## config.mk

```make
export PLATFORM = sky130hd
export DESIGN_NAME = ir_cmd_controller
export DESIGN_NICKNAME = d
export VERILOG_FILES = /design/src/rtl/ir_cmd_controller.sv
export SDC_FILE = /design/constraint.sdc
export NUM_CORES = 1
export LEC_CHECK = 0
export ABC_AREA = 0
export CAP_MARGIN = 30
export CORE_ASPECT_RATIO = 0.75
export CORE_MARGIN = 2
export CORE_UTILIZATION = 45
export CTS_CLUSTER_SIZE = 40
export DETAILED_ROUTE_END_ITERATION = 10
export HOLD_SLACK_MARGIN = 0.06
export MAX_ROUTING_LAYER = met4
export PLACE_DENSITY = 0.76
export SKIP_CTS_REPAIR_TIMING = 1
export SLEW_MARGIN = 20
export SYNTH_ARGS = -nofsm -noshare
export SYNTH_HDL_FRONTEND = slang
export SYNTH_SLANG_ARGS = --single-unit
```

## constraint.sdc

```tcl
create_clock -name clk -period 2.5 [get_ports clk]
set_clock_uncertainty 0.1 [all_clocks]
set_input_delay 0.5 -clock clk [delete_from_list [all_inputs] [get_ports clk]]
set_output_delay 0.5 -clock clk [all_outputs]
set_load 0.02 [all_outputs]
```

## src/rtl/ir_cmd_controller.sv

```systemverilog
// IR command sequencer: separates new key presses from held-key repeats, times
// auto-repeat and release on a divided tick, and queues events behind valid/ack.
module ir_cmd_controller #(
  parameter int TICK_DIV     = 50000,
  parameter int HOLD_TICKS   = 120,
  parameter int REPEAT_TICKS = 250,
  parameter int FIFO_DEPTH   = 4
) (
  input  logic       clk,
  input  logic       reset,
  input  logic       enable,
  input  logic [7:0] ir_cmd,
  input  logic       ir_cmd_ready,
  output logic [7:0] cmd_data,
  output logic       cmd_repeat,
  output logic       cmd_valid,
  input  logic       cmd_ack,
  output logic       key_held,
  output logic       overflow
);

  localparam int TW = $clog2(TICK_DIV);
  localparam int HW = $clog2(HOLD_TICKS + 1);
  localparam int RW = $clog2(REPEAT_TICKS + 1);
  localparam int AW = $clog2(FIFO_DEPTH);

  typedef enum logic {
    S_IDLE = 1'b0,
    S_HELD = 1'b1
  } state_t;

  typedef struct packed {
    logic       rpt;
    logic [7:0] code;
  } event_t;

  // ---------------------------------------------------------------------------
  // Free-running timebase, independent of enable
  // ---------------------------------------------------------------------------
  logic [TW-1:0] r_tick_cnt;
  logic          w_tick;

  assign w_tick = (r_tick_cnt == TW'(TICK_DIV - 1));

  // NOTE: clocked state is written with non-blocking assignments only, so every
  // flop samples the pre-edge values of the others regardless of block order.
  always_ff @(posedge clk) begin
    if (reset || w_tick) r_tick_cnt <= '0;
    else                 r_tick_cnt <= r_tick_cnt + 1'b1;
  end

  // ---------------------------------------------------------------------------
  // Key tracking FSM
  // ---------------------------------------------------------------------------
  state_t        r_state;
  state_t        w_state_nxt;
  logic [7:0]    r_key;
  logic [7:0]    w_key_nxt;
  logic [HW-1:0] r_hold_cnt;
  logic [HW-1:0] w_hold_nxt;
  logic [HW-1:0] w_hold_inc;
  logic [RW-1:0] r_rep_cnt;
  logic [RW-1:0] w_rep_nxt;
  logic [RW-1:0] w_rep_inc;
  logic          w_push;
  event_t        w_push_evt;

  assign w_hold_inc = r_hold_cnt + 1'b1;
  assign w_rep_inc  = r_rep_cnt + 1'b1;

  always_ff @(posedge clk) begin
    if (reset) begin
      r_state    <= S_IDLE;
      r_key      <= '0;
      r_hold_cnt <= '0;
      r_rep_cnt  <= '0;
    end else begin
      r_state    <= w_state_nxt;
      r_key      <= w_key_nxt;
      r_hold_cnt <= w_hold_nxt;
      r_rep_cnt  <= w_rep_nxt;
    end
  end

  always_comb begin
    // NOTE: every signal assigned here gets a default first, so no path through
    // the branches below can leave it holding its old value (no inferred latch).
    w_state_nxt = r_state;
    w_key_nxt   = r_key;
    w_hold_nxt  = r_hold_cnt;
    w_rep_nxt   = r_rep_cnt;
    w_push      = 1'b0;
    w_push_evt  = '{rpt: 1'b0, code: ir_cmd};

    if (!enable) begin
      w_state_nxt = S_IDLE;
      w_hold_nxt  = '0;
      w_rep_nxt   = '0;
    end else begin
      case (r_state)
        S_IDLE: begin
          if (ir_cmd_ready) begin
            w_push      = 1'b1;
            w_key_nxt   = ir_cmd;
            w_hold_nxt  = '0;
            w_rep_nxt   = '0;
            w_state_nxt = S_HELD;
          end
        end

        S_HELD: begin
          if (ir_cmd_ready && (ir_cmd != r_key)) begin
            // A different key restarts both timers and suppresses any repeat due now.
            w_push     = 1'b1;
            w_key_nxt  = ir_cmd;
            w_hold_nxt = '0;
            w_rep_nxt  = '0;
          end else begin
            if (ir_cmd_ready) begin
              w_hold_nxt = '0;
            end else if (w_tick) begin
              if (w_hold_inc == HW'(HOLD_TICKS)) begin
                w_state_nxt = S_IDLE;
                w_hold_nxt  = '0;
              end else begin
                w_hold_nxt = w_hold_inc;
              end
            end

            if (w_tick) begin
              if (w_rep_inc == RW'(REPEAT_TICKS)) begin
                w_push     = 1'b1;
                w_push_evt = '{rpt: 1'b1, code: r_key};
                w_rep_nxt  = '0;
              end else begin
                w_rep_nxt = w_rep_inc;
              end
            end
          end
        end

        default: w_state_nxt = S_IDLE;
      endcase
    end
  end

  // ---------------------------------------------------------------------------
  // Event queue: pointers carry one extra wrap bit to tell full from empty
  // ---------------------------------------------------------------------------
  event_t      r_mem [FIFO_DEPTH];
  logic [AW:0] r_wr_ptr;
  logic [AW:0] r_rd_ptr;
  logic        r_overflow;
  logic        w_full;
  logic        w_empty;
  logic        w_pop;
  logic        w_wr_en;
  event_t      w_head;

  assign w_empty = (r_wr_ptr == r_rd_ptr);
  assign w_full  = (r_wr_ptr[AW] != r_rd_ptr[AW]) &&
                   (r_wr_ptr[AW-1:0] == r_rd_ptr[AW-1:0]);
  assign w_pop   = cmd_ack && !w_empty;
  assign w_wr_en = w_push && (!w_full || w_pop);

  // NOTE: the storage array is deliberately not reset; the empty flag gates the
  // outputs, so stale contents are never observable and the array maps to plain RAM.
  always_ff @(posedge clk) begin
    if (w_wr_en) r_mem[r_wr_ptr[AW-1:0]] <= w_push_evt;
  end

  always_ff @(posedge clk) begin
    if (reset) begin
      r_wr_ptr   <= '0;
      r_rd_ptr   <= '0;
      r_overflow <= 1'b0;
    end else begin
      if (w_wr_en) r_wr_ptr <= r_wr_ptr + 1'b1;
      if (w_pop)   r_rd_ptr <= r_rd_ptr + 1'b1;
      r_overflow <= w_push && w_full && !w_pop;
    end
  end

  assign w_head     = r_mem[r_rd_ptr[AW-1:0]];
  assign cmd_valid  = !w_empty;
  assign cmd_data   = w_empty ? 8'h00 : w_head.code;
  assign cmd_repeat = w_empty ? 1'b0  : w_head.rpt;
  assign key_held   = (r_state == S_HELD);
  assign overflow   = r_overflow;

endmodule

```

# Word-level counts from Yosys, hierarchy flattened
# Memory sizes are Yosys's and may differ from the RTL's. A register that Yosys moved wholly into a read port is not among the register bits.
# Cells that the tools add are included.
[op_classes]
bitwise = 2
reduce_logical = 15
addsub = 5
shift = 0
n_div = 0
multipliers = 0
muxes = 36
magnitude_cmp = 0
n_eq_ne = 11
[ops]
columns = ["operator", "count"]
rows = [
  ["$mux W8", 7],
  ["$mux W9", 5],
  ["$mux W7", 5],
  ["$pmux W8 S2", 2],
  ["$add A16 B1 Y16 const B", 1],
  ["$eq A16 B16 Y1 const B", 1],
  ["$pmux W7 S2", 1],
  ["$mux W1", 12],
  ["$add A8 B1 Y8 const B", 1],
  ["$eq A8 B8 Y1 const B", 1],
  ["$ne A8 B8 Y1", 1],
  ["$add A7 B1 Y7 const B", 1],
  ["$eq A7 B7 Y1 const B", 1],
  ["$add A3 B1 Y3 const B", 2],
  ["$logic_and A1 B1 Y1", 6],
  ["$mux W2", 2],
  ["$ne A4 B3 Y1 const B", 1],
  ["$pmux W1 S2", 2],
  ["$reduce_and A2 Y1", 2],
  ["$eq A3 B3 Y1", 1],
  ["$logic_not A1 Y1", 3],
  ["$ne A3 B2 Y1 const B", 1],
  ["$reduce_and A3 Y1", 1],
  ["$eq A2 B2 Y1", 1],
  ["other kinds (6)", 8],
]
[word_totals]
in_bits = 13
output_inout_bits = 12
wordCells = 78
mem_bits_ro = 0
latch_bits = 0
ramBits = 36
reg_bits = 47
n_memories = 1
[memory_table]
columns = ["name", "depth", "word_bits", "read_ports", "rd_ports_with_merged_regs", "write_ports", "line_no", "rtl"]
rows = [
  ["r_mem", 4, 9, 1, 1, 1, "150", "event_t r_mem [FIFO_DEPTH];"],
]

# Logic depth before layout (Yosys ltp)
[logic_depth]
ltp_word = 10
depth_mapped = 7

# Worst setup path before layout
# No wires, ideal clock.
[synth_path]
path_type = "register to register"
from = "reg r_tick_cnt[13]"
to = "mem r_mem[0][0] (netlist bit) (enable)"
required_time_ns = 2.063
synth_period_minus_slack_ns = 2.466
path_buffers = 0
arrival_time_ns = 2.029
setup_time_ns = 0.337
stages_incl_launch_ff = 7
path_slack_ns = 0.034
path_cell_list = "dfxtp_1 or4b_4 nor4_4 nand3_4 o31ai_2 and3_4 and2_1"
[synth_between]
elab_chain_cells = 8
[synth_rtl]
columns = ["item", "line_no", "rtl"]
rows = [
  ["start: declaration", "40", "logic [TW-1:0] r_tick_cnt;"],
  ["start signal: assignment", "49", "else r_tick_cnt <= r_tick_cnt + 1'b1;"],
  ["$eq A16 B16 Y1", "43", "assign w_tick = (r_tick_cnt == TW'(TICK_DIV - 1));"],
  ["$mux W1", "130", "if (w_tick) begin"],
  ["$mux W1", "112", "if (ir_cmd_ready && (ir_cmd != r_key)) begin"],
  ["$pmux W1 S2", "100", "case (r_state)"],
  ["$mux W1", "95", "if (!enable) begin"],
  ["$logic_and A1 B1 Y1", "164", "assign w_wr_en = w_push && (!w_full || w_pop);"],
  ["$mux W1", "169", "if (w_wr_en) r_mem[r_wr_ptr[AW-1:0]] <= w_push_evt;"],
  ["$mux W1 (not written as such)", "169", ""],
  ["end: declaration", "150", ""],
]
# No other way between the ends.

# Final worst setup path
[layout_path]
from = "in ir_cmd[0]"
to = "mem r_mem[2][4] (netlist bit) (enable)"
[layout_between]
elab_chain_cells = 8
[layout_rtl]
columns = ["item", "line_no", "rtl"]
rows = [
  ["start: declaration", "12", "input logic [7:0] ir_cmd,"],
  ["$ne A8 B8 Y1", "112", ""],
  ["$logic_and A1 B1 Y1", "112", ""],
  ["$mux W1", "112", ""],
  ["$pmux W1 S2", "100", ""],
  ["$mux W1", "95", ""],
  ["$logic_and A1 B1 Y1", "164", ""],
  ["$mux W1", "169", ""],
  ["$mux W1 (not written as such)", "169", ""],
]
# No other way between the ends.

==> flow_metrics.tcl <==
set metrics [dict create \
    worst_r2r_endpoint "r_mem[0][5]" \
    fp.coreArea_sq_um 8560 \
    placed_area_sq_um 4730 \
    setup_viol 2 \
    drt-initial-drc-count 182 \
    layout_setup_ws_ns -0.000399 \
    synth_top_area_cell "edfxtp_1" \
    dpl_worst_slack_ns -0.360 \
    finalPower_w 0.00335 \
    tns_ns -0.000489 \
    violations "DRC, setup timing" \
    synth-seq-cells 85 \
    routedWlPerCell_um 16.5 \
    r2r_cells 7 \
    cts_tree "built" \
    timing.fmax_mhz 400 \
    port_buffers 24 \
    syn_to_final_growth_pct 28.5 \
    regToRegSetupSlack_ns 0.08 \
    ys_async_sr_fraction_pct 0 \
    yosys-top-cells-count "dfxtp_1, nor2_1, edfxtp_1" \
    critPathMaxStageDelay_ns 0.50 \
    hold_viol 0 \
    netlist_instances 348 \
    ctsHtreeMaxLevel 3 \
    min_period_ns 2.50 \
    synth-edff-count 36 \
    ctsRootBufferMaster "clkbuf_16" \
    synth-seq-area-share_pct 51.2 \
    gr-total-overflow 0 \
    yosysTopAreaCellShare_pct 26.8 \
    cts_buffers 9 \
    rows 29 \
    arrival_ns 2.49 \
    fp.dieH_um 85.9 \
    powerDensity_nw_per_um2 648 \
    maxCapViolCount 0 \
    synth.most_common_cell "dfxtp_1" \
    grt_pass1_vias 2904 \
    worstSetupStartpoint "ir_cmd[0]" \
    crit_chain "clkdlybuf4s50_1 -> xnor2_1 -> nand4_1 -> o41ai_2 -> buf_4 -> o31ai_4 -> and3_4 -> and2_4" \
    synthTopCellsByArea "edfxtp_1, dfxtp_1, mux4_2, xnor2_1, nor2_1" \
    totalWireLength_mm 8.90 \
    slowest_stage "clkdlybuf4s50_1" \
    peakVddDrop_uv 352 \
    grtUsageTotal_pct 20.2 \
    hpwl_mm 6.22 \
    mappedNetlistArea_sq_um 4030 \
    holdCritPathClass "reg2reg" \
    finalCoreUtilization_pct 60.4 \
    fin_crit_sh_pct 100 \
    synth_nets 370 \
    vias_per_cell 5.40 \
    synth-warning-count 0 \
    cp-end-kind "flop" \
    drive_gt1_share_pct 25.6 \
    cp-endpoint "r_mem[2][4]" \
    antenna_found_initial 0 \
    crit_required_ns 2.49 \
    start_kind "input pin" \
    relSlewSlack_pct 60.0 \
    stdcell_area_sq_um 5170 \
    rsz0062_at_grt "true" \
    synth.avg_cell_area_sq_um 11.6 \
    yosysUniqueCellTypes 61 \
    clk_pin_slew_ns 0.06 \
    ant_nets 0 \
    path_class "in2reg" \
    grt_pass1_wl_mm 14.7 \
    grt_max_degree 21 \
    die_area_sq_um 9730 \
    routabilityCongestion 0.797 \
    ios 25 \
    worstReg2RegStart "r_tick_cnt[13]" \
    clock-sinks 85 \
    diodes 0 \
    insertion_delay_ns 0.34 \
    crit_fanout 9 \
    ctsLongestPathBuffers 2 \
    drt-pass1-iter-count 7 \
    worst_slew_pin_slew_ns 0.600 \
    vias 2922 \
    start_util_pct 47.0 \
    synthFlopType "dfxtp_1" \
    drv_slew 0 \
    p_leak_nw 2.02 \
    die_x_um 113 \
    drc 2 \
    nNetsFinal 450 \
    outcome "finished with violations" \
]
how the worst min path moves through the flow:
stage / slack [ns] / to / start / cells after the start
global route: 0.38 / r_tick_cnt[0] / r_tick_cnt[0] / 1
detailed placement: 0.34 / r_tick_cnt[0] / r_tick_cnt[0] / 1
CTS: 0.35 / r_tick_cnt[0] / r_tick_cnt[0] / 1
global placement: 0.33 / r_tick_cnt[0] / r_tick_cnt[0] / 1
finish: 0.35 / r_tick_cnt[0] / r_tick_cnt[0] / 1
floorplan: 0.32 / r_tick_cnt[0] / r_tick_cnt[0] / 1
per-stage QoR:
stage                     hold slack, ns  instances
final                              0.348        541
after global routing               0.380        541
after CTS                          0.352        534
after detailed placement           0.344        518
after global placement             0.331        518
after floorplan                    0.318        348
state kept, by name, summed over array words and instances (netlist names), named ones only:
signal and flops:
r_rep_cnt 8, r_hold_cnt 7, key_held 1, r_key 8, r_wr_ptr 3, r_rd_ptr 3
r_mem 36, r_tick_cnt 16, overflow 1
worst max-delay path, delay by kind of cell:
| kind | cells | cell delay, ns |
|---|---|---|
| and+or+nand+nor | 3 | 0.67 |
| xor gates and xnor gates | 1 | 0.13 |
| buffers and inverters | 2 | 0.69 |
| AOI/OAI and AO/OA | 2 | 0.51 |
cells by family after synthesis:
logic type / share of synthesized area (%)
compound gates: 5.81
fa+ha+maj: 2.80
buf+inv: 1.83
mux: 10.6
xor+xnor: 7.18
flops: 51.2
simple gates: 20.6
report_power, final:
group / internal (W) / switching, W / leakage [nW]
combinational: 0.000228 / 0.000232 / 1.15
clock: 0.000872 / 0.000514 / 0.151
sequential: 0.00148 / 0.0000274 / 0.723
total: 0.00258 / 0.000773 / 2.02
area by class of cell:
cell class                 instances  area, sq um
timing repair buffer              79          698
clock inverter                     5         77.6
clock buffer                      11          233
multi-input combinational        246         1940
sequential                        85         2070
inverter                           7         26.3
fill                             675         3390
tap                              108          135
layout by cell type, fill, tap and decap left out, types with 3 or more instances in the layout:
cell type | Yosys | routed
a21oi_1 | 8 | 8
and2_4 | 0 | 3
and3_1 | 6 | 5
buf_4 | 0 | 53
clkbuf_16 | 0 | 9
clkdlybuf4s50_1 | 0 | 14
dfxtp_1 | 49 | 46
dfxtp_2 | 0 | 3
dlymetal6s2s_1 | 0 | 10
edfxtp_1 | 36 | 36
ha_1 | 9 | 9
inv_1 | 7 | 7
mux2_2 | 8 | 6
mux2i_1 | 11 | 11
mux4_2 | 9 | 9
nand2_1 | 24 | 24
nand2b_1 | 4 | 4
nand3_1 | 12 | 12
nand3b_1 | 4 | 4
nand4_1 | 5 | 5
nor2_1 | 43 | 43
nor2b_1 | 12 | 12
nor3_1 | 7 | 7
o2bb2ai_1 | 3 | 3
xnor2_1 | 21 | 21
xor2_1 | 12 | 12
per-layer routing:
layer / global-route usage, % / wire, um / up-vias
li1: - / - / 1420
met1: 28.0 / 4350 / 1425
met2: 29.6 / 4010 / 67
met3: 4.95 / 430 / 10
met4: 5.76 / 110 / 0
met5: - / 0 / -
Note: power is estimated with default switching activity, not from simulation.
